File: src/rtl/alu_op_sequencer.sv
// Multi-cycle controller: accepts one instruction, drives the external combinational ALU, writes back result/flags.
// Define ALUSEQ_SELFCHECK_EN to build the internal result checker behind chk_err.
module alu_op_sequencer #(
    parameter int unsigned ALU_WAIT = 0
) (
    input  logic       clk,
    input  logic       rst,
    input  logic       ins_valid,
    output logic       ins_ready,
    input  logic [2:0] ins_op,
    input  logic [1:0] ins_rd,
    input  logic [1:0] ins_rs,
    input  logic [7:0] ins_imm,
    output logic       alu_m,
    output logic [3:0] alu_s,
    output logic [7:0] alu_a,
    output logic [7:0] alu_b,
    input  logic [7:0] alu_t,
    input  logic       alu_cf,
    input  logic       alu_zf,
    output logic       done,
    output logic       out_valid,
    output logic [7:0] out_data,
    output logic       flag_cf,
    output logic       flag_zf,
    input  logic [1:0] dbg_sel,
    output logic [7:0] dbg_data,
    output logic       chk_err
);
    typedef enum logic [1:0] {S_IDLE, S_ISSUE, S_DONE} state_t;
    typedef enum logic [2:0] {
        OP_LDI = 3'd0, OP_MOV = 3'd1, OP_ADD = 3'd2, OP_SUB = 3'd3,
        OP_AND = 3'd4, OP_NOT = 3'd5, OP_OUT = 3'd6, OP_NOP = 3'd7
    } op_t;

    state_t     r_state, w_next;
    op_t        r_op;
    logic [1:0] r_rd;
    logic [2:0] r_cnt;
    logic [7:0] r_regs [4];
    logic       r_alu_m;
    logic [3:0] r_alu_s;
    logic [7:0] r_alu_a, r_alu_b;
    logic       r_done, r_out_valid, r_cf, r_zf;
    logic [7:0] r_out_data;
    logic       w_m;
    logic [3:0] w_s;
    logic [7:0] w_a, w_b, w_rd_val, w_rs_val;
    logic       w_wb;

    assign w_rd_val  = r_regs[ins_rd];
    assign w_rs_val  = r_regs[ins_rs];
    assign w_wb      = (r_state == S_ISSUE) && (r_cnt == '0);
    assign ins_ready = (r_state == S_IDLE);
    assign alu_m     = r_alu_m;
    assign alu_s     = r_alu_s;
    assign alu_a     = r_alu_a;
    assign alu_b     = r_alu_b;
    assign done      = r_done;
    assign out_valid = r_out_valid;
    assign out_data  = r_out_data;
    assign flag_cf   = r_cf;
    assign flag_zf   = r_zf;
    assign dbg_data  = r_regs[dbg_sel];

    always_comb begin
        w_next = r_state;
        case (r_state)
            S_IDLE:  if (ins_valid) w_next = S_ISSUE;
            S_ISSUE: if (r_cnt == '0) w_next = S_DONE;
            S_DONE:  w_next = S_IDLE;
            default: w_next = S_IDLE;
        endcase
    end

    // SUB puts rs on a and rd on b because the ALU computes b-a
    always_comb begin
        w_m = 1'b0;
        w_s = '0;
        w_a = '0;
        w_b = '0;
        case (op_t'(ins_op))
            OP_LDI: begin w_s = 4'b1100; w_a = ins_imm; end
            OP_MOV: begin w_s = 4'b1100; w_a = w_rs_val; end
            OP_ADD: begin w_m = 1'b1; w_s = 4'b1001; w_a = w_rd_val; w_b = w_rs_val; end
            OP_SUB: begin w_m = 1'b1; w_s = 4'b0110; w_a = w_rs_val; w_b = w_rd_val; end
            OP_AND: begin w_m = 1'b1; w_s = 4'b1011; w_a = w_rd_val; w_b = w_rs_val; end
            OP_NOT: begin w_m = 1'b1; w_s = 4'b0101; w_b = w_rs_val; end
            OP_OUT: begin w_s = 4'b1010; w_b = w_rs_val; end
            default: ;
        endcase
    end

    always_ff @(posedge clk) begin
        if (rst) begin
            r_state     <= S_IDLE;
            r_op        <= OP_NOP;
            r_rd        <= '0;
            r_cnt       <= '0;
            for (int unsigned i = 0; i < 4; i++) r_regs[i] <= '0;
            r_alu_m     <= 1'b0;
            r_alu_s     <= '0;
            r_alu_a     <= '0;
            r_alu_b     <= '0;
            r_done      <= 1'b0;
            r_out_valid <= 1'b0;
            r_out_data  <= '0;
            r_cf        <= 1'b0;
            r_zf        <= 1'b0;
        end else begin
            r_state     <= w_next;
            r_done      <= 1'b0;
            r_out_valid <= 1'b0;
            case (r_state)
                S_IDLE: begin
                    if (ins_valid) begin
                        r_op    <= op_t'(ins_op);
                        r_rd    <= ins_rd;
                        r_alu_m <= w_m;
                        r_alu_s <= w_s;
                        r_alu_a <= w_a;
                        r_alu_b <= w_b;
                        r_cnt   <= 3'(ALU_WAIT);
                    end
                end
                S_ISSUE: begin
                    if (r_cnt != '0) begin
                        r_cnt <= r_cnt - 3'd1;
                    end else begin
                        r_done  <= 1'b1;
                        r_alu_m <= 1'b0;
                        r_alu_s <= '0;
                        r_alu_a <= '0;
                        r_alu_b <= '0;
                        case (r_op)
                            OP_LDI, OP_MOV, OP_AND, OP_NOT: r_regs[r_rd] <= alu_t;
                            OP_ADD, OP_SUB: begin
                                r_regs[r_rd] <= alu_t;
                                r_cf         <= alu_cf;
                                r_zf         <= alu_zf;
                            end
                            OP_OUT: begin
                                r_out_data  <= alu_t;
                                r_out_valid <= 1'b1;
                            end
                            default: ;
                        endcase
                    end
                end
                default: ;
            endcase
        end
    end

`ifdef ALUSEQ_SELFCHECK_EN
    logic [8:0] w_exp;
    logic       w_mismatch;
    logic       r_chk_err;

    // Expected result is rebuilt from the held ALU operands, so it reflects accept-time register values
    always_comb begin
        w_exp = '0;
        case (r_op)
            OP_LDI, OP_MOV: w_exp = {1'b0, r_alu_a};
            OP_ADD:         w_exp = {1'b0, r_alu_a} + {1'b0, r_alu_b};
            OP_SUB:         w_exp = {1'b0, r_alu_b} - {1'b0, r_alu_a};
            OP_AND:         w_exp = {1'b0, r_alu_a & r_alu_b};
            OP_NOT:         w_exp = {1'b0, ~r_alu_b};
            OP_OUT:         w_exp = {1'b0, r_alu_b};
            default:        w_exp = '0;
        endcase
        w_mismatch = 1'b0;
        if (r_op != OP_NOP) w_mismatch = (alu_t != w_exp[7:0]);
        if (r_op == OP_ADD || r_op == OP_SUB)
            w_mismatch = w_mismatch || (alu_cf != w_exp[8]) || (alu_zf != (w_exp[7:0] == '0));
    end

    always_ff @(posedge clk) begin
        if (rst)                     r_chk_err <= 1'b0;
        else if (w_wb && w_mismatch) r_chk_err <= 1'b1;
    end

    assign chk_err = r_chk_err;
`else
    assign chk_err = 1'b0;
`endif
endmodule

File: config.mk
export PLATFORM = sky130hd
export DESIGN_NAME = alu_op_sequencer
export DESIGN_NICKNAME = d
export VERILOG_FILES = /design/src/rtl/alu_op_sequencer.sv
export SDC_FILE = /design/constraint.sdc
export NUM_CORES = 1
export LEC_CHECK = 0
export CAP_MARGIN = 15
export CORE_ASPECT_RATIO = 1.5
export CORE_MARGIN = 2
export CORE_UTILIZATION = 40
export DETAILED_ROUTE_END_ITERATION = 7
export GPL_TIMING_DRIVEN = 0
export PLACE_DENSITY = 0.72
export SYNTH_ARGS = -nofsm -noshare
export SYNTH_HDL_FRONTEND = slang
export SYNTH_SLANG_ARGS = --single-unit
File: constraint.sdc
create_clock -name clk -period 2.4 [get_ports clk]
set_clock_uncertainty 0.2 [all_clocks]
set_input_delay 0.6 -clock clk [delete_from_list [all_inputs] [get_ports clk]]
set_output_delay 0.6 -clock clk [all_outputs]
set_load 0.05 [all_outputs]
======== Word level (Yosys, flattened, before mapping) ========
Memory sizes are Yosys's and may differ from the RTL's.
Index checks and enable logic that the tools add are counted.
word-level totals
  register bits ........................... 43
  bits in latches ......................... 0
  RAM bits ................................ 32
  ROM bits ................................ 0
  input port bits ......................... 30
  memories kept ........................... 1
operators by class
  add/sub/neg operators ................... 1
  $mul .................................... 0
  div/mod/pow operators ................... 0
  $lt $le $gt $ge ......................... 0
  eq/ne operators ......................... 17
  shift operators ......................... 0
  mux-type cells .......................... 39
  bitwise logic cells ..................... 3
  reduce and logical (&&, ||, !) cells .... 22
memories
  memory  words  bits a word  read ports  clocked after Yosys merged registers in  wr ports  line  RTL
  r_regs  4      8            3           0                                        4         40    logic [7:0] r_regs [4];
operator list
  cell                                           count
  one-hot mux 8 bit (2 select lines)             3
  two-way mux 8 bit                              5
  one-hot mux 4 bit (6 select lines)             1
  one-hot mux 8 bit (3 select lines)             1
  == test 3 bit, second input constant           6
  two-way mux 1 bit                              18
  == test 3 x 2 -> 1 bit, second input constant  4
  AND reduction 3 bit                            4
  OR reduction 4 bit                             3
  OR reduction 2 bit                             5
  zero test 3 bit                                3
  two-way mux 4 bit                              2
  one-hot mux 4 bit (2 select lines)             1
  OR reduction 8 bit                             1
  == test 3 x 1 -> 1 bit, second input constant  2
  two-way mux 2 bit                              3
  two-way mux 3 bit                              2
  one-hot mux 3 bit (2 select lines)             1
  != test 2 x 1 -> 1 bit, second input constant  2
  != test 2 bit, second input constant           2
  one-hot mux 2 bit (2 select lines)             1
  AND reduction 2 bit                            2
  nonzero test 3 bit                             1
  OR reduction 3 bit                             1
  7 further kinds                                8

======== Logic depth before layout (Yosys ltp) ========
  depth after elaboration ................. 10
  gate-level depth with buffers ........... 8
  depth with buffers taken out ............ 7

======== Worst setup path before layout ========
No wires, ideal clock.
  kind .................................... input-to-output
  start point ............................. in dbg_sel[0]
  end point ............................... out dbg_data[0]
  arrival ................................. 1.517 ns
  slack ................................... 0.083 ns
  stages .................................. 2
  path buffers ............................ 1
  cell sequence ........................... buf_2 > mux4_2
on the way
  longest elaborated chain between the ends .. 1
ends and longest elaborated chain
  what                     line  RTL
  start: declaration       26    input logic [1:0] dbg_sel,
  memory read (4 x 8 bit)  --
  end: declaration         27    output logic [7:0] dbg_data,
Every way passes these cells.

======== Final worst setup path ========
  start point ............................. in dbg_sel[0]
  end point ............................... out dbg_data[2]
Same word-level chain as after synthesis.

==> impl_metrics.toml <==
[floorplan]
fp.coreArea_sq_um = 9200
die_area_sq_um = 10200
initial_core_util = 0.409
die_h_um = 123
io_pins = 73
fp.dieW_um = 83.1
row_count = 43

[layout]
post-route-util = 0.526
final_nets = 420
antenna_cells = 0
post-route-cell-area_sq_um = 4840
drive_above_1_share = 0.211
syn_to_final_growth_pct = 28.8
layout_commonest_cell = "clkdlybuf4s50_1"
mostFrequentLayoutCells = "55 x clkdlybuf4s50_1, 43 x dfxtp_1, 32 x edfxtp_1"

[global_routing]
grt_use_total = 0.171
antenna_found_initial = 0
grt_pass1_vias = 2826
overflow = 0
grt_pass1_wl_um = 13700
grt_max_degree = 13

[worst_hold_path]
hold_path_depth = 2
worstHoldEndpoint = "alu_s[0]"
hp-class = "register to register"
hp-start = "alu_s[0]"

[drt]
vias = 2713
finalWirelength_um = 8200
ant_nets = 0
vias_per_cell = 5.37
drtPass1Iterations = 7
drc = 0
drt-initial-drc-count = 174
avgRoutedWirePerCell_um = 16.2

[timing]
fin_crit_sh = 0.986
max_slew_margin = 0.525
hold_viol = 0
layout_min_cycle_time_ns = 2.37
tightest_slew_ns = 0.709
worst_slack_ns = 0.0330
slew_viol_final = 0
setup_viol = 0
rsz0062_at_grt = "false"
fmax_mhz = 422

[worst_setup_path]
crit_chain = "buf_4, mux4_2, buf_2"
max_stage_delay_ns = 0.55
critPathSlowestCell = "mux4_2"
startpoint_type = "input pin"
worstSetupPathType = "input pin to output pin"
reg2reg_setup_slack_ns = 0.13
cp_max_fo = 8
cp_top_family = "multiplexers"
end_kind = "output pin"
critPathArrivalTime_ns = 1.57
reg2reg_depth = 7
r2r-start = "r_cnt[0]"
required_ns = 1.60
worstReg2RegEnd = "r_regs[1][6]"
cp_num_buf_inv = 2

[cts]
cts_made_buffers = 9
clock_latency_ns = 0.33
h-tree-depth = 3
clockBufferDepth = 2
cts_sinks = 75
root_buffer = "clkbuf_16"
tritoncts = "done"
clk_pin_slew_ns = 0.06

[place]
place_area_sq_um = 4540
hpwl_um = 6330
portBuffers = 64
post-place-ws_ns = -0.564
gp_congestion = 0.829

[synth]
async_flop_share = 0
synth_area_sq_um = 3760
ys_warn_count = 0
synth_seq_cells = 75
syn-num-nets = 341
synth-edff-count = 32
synth_area_per_cell_sq_um = 12.2
yosysUniqueCellTypes = 46
synthCells = 309
ys_seq_area_frac = 0.485
ys.flop_type = "dfxtp_1"

[power_and_ir_drop]
power.total_mw = 3.23
max-vdd-ir-drop_mv = 0.415
p_leak_nw = 1.81
powerDensity_nw_per_um2 = 667

[run]
max-cap-violations = 0

[status]
status = "completed"
worst max path at each step:
stage	start	endpoint	slack [ns]	cells after the start
floorplan	dbg_sel[0]	dbg_data[0]	0.08	2
global placement	dbg_sel[0]	dbg_data[2]	-0.56	3
detailed placement	dbg_sel[0]	dbg_data[2]	-0.56	3
CTS	dbg_sel[0]	dbg_data[2]	-0.1	3
global route	r_cnt[0]	r_regs[1][7]	0.001	7
finish	dbg_sel[0]	dbg_data[2]	0.03	3
logic make-up after synthesis:
logic type               synth area share
AND/OR/NAND/NOR                     0.174
flip-flops                          0.485
AO/OA/AOI/OAI                       0.101
multiplexers                        0.177
buffers and inverters              0.0553
adder cells (fa/ha/maj)           0.00666
other                            0.000998
routing by layer:
metal | up-vias | wire length [um] | track usage
met5 | - | 0 | 0
met4 | 0 | 221 | 0.0871
met3 | 17 | 388 | 0.0383
met2 | 92 | 4530 | 0.313
met1 | 1292 | 3060 | 0.185
li1 | 1312 | - | -
flip-flops by register name, indices dropped and copies added (netlist names), 2 cells and up:
name      flops
r_cnt         3
alu_a         8
r_state       2
r_op          3
out_data      8
alu_b         8
r_rd          2
alu_s         4
r_regs       32
synthesized netlist by cell type (2+ instances only):
library cell / n / area (sq um)
dfxtp_1: 43 / 861
edfxtp_1: 32 / 961
and2_1: 25 / 156
nand2_1: 23 / 86.3
nor2_1: 23 / 86.3
mux4_2: 22 / 495
a21oi_1: 14 / 70.1
o21ai_0: 13 / 65.1
inv_1: 12 / 45.0
mux2i_1: 11 / 110
a221o_1: 10 / 100
and3_1: 9 / 56.3
clkbuf_1: 8 / 30.0
a221o_2: 6 / 67.6
a22oi_1: 5 / 37.5
clkbuf_8: 4 / 55.1
buf_6: 3 / 33.8
nand3_1: 3 / 15.0
nor2b_1: 3 / 18.8
nor3b_2: 3 / 37.5
or2_2: 3 / 18.8
or3_1: 3 / 18.8
buf_2: 2 / 10.0
buf_4: 2 / 15.0
ha_1: 2 / 25.0
mux4_4: 2 / 50.1
nor3_4: 2 / 32.5
nor3b_1: 2 / 15.0
o211ai_1: 2 / 15.0
power by group:
part / total [mW] / switching [mW] / internal (mW)
logic: 0.505 / 0.297 / 0.208
clock network: 1.31 / 0.506 / 0.800
registers: 1.42 / 0.0366 / 1.38
total: 3.23 / 0.840 / 2.39
what timing repair did:
action / 4_1_cts / 5_1_grt
gates cloned: 0 / 0
setup endpoints to repair: 33 / 26
setup buffers: 3 / 1
resized for setup: 44 / 5
hold buffers: 0 / 0
pin swaps: 3 / 1
metrics by stage:
| stage | hold slack [ns] | setup TNS (ns) | std cells |
|---|---|---|---|
| final | 0.263 | 0 | 505 |
| after CTS | 0.263 | -0.0984 | 504 |
| after detailed placement | 0.255 | -19.59 | 485 |
| after global placement | 0.247 | -18.40 | 485 |
| after global routing | 0.280 | 0 | 505 |
| after floorplan | 0.253 | 0 | 309 |
worst register-to-register path: stages (launching register included):
cell and delay [ns]:
dfxtp_1 0.32, inv_1 0.08, ha_1 0.15, ha_2 0.25, and4bb_1 0.26, nand2_1 0.20, nor3b_4 0.23, or2_2 0.26
layout make-up:
cell class | instances | area [sq um]
Multi-Input combinational cell | 201 | 1750
Sequential cell | 75 | 1820
Fill cell | 796 | 4360
Tap cell | 112 | 140
Clock inverter | 5 | 53.8
Timing Repair Buffer | 68 | 629
Buffer | 21 | 168
Clock buffer | 11 | 233
Inverter | 12 | 45.0
No activity file was read; power rests on OpenSTA's default activity.
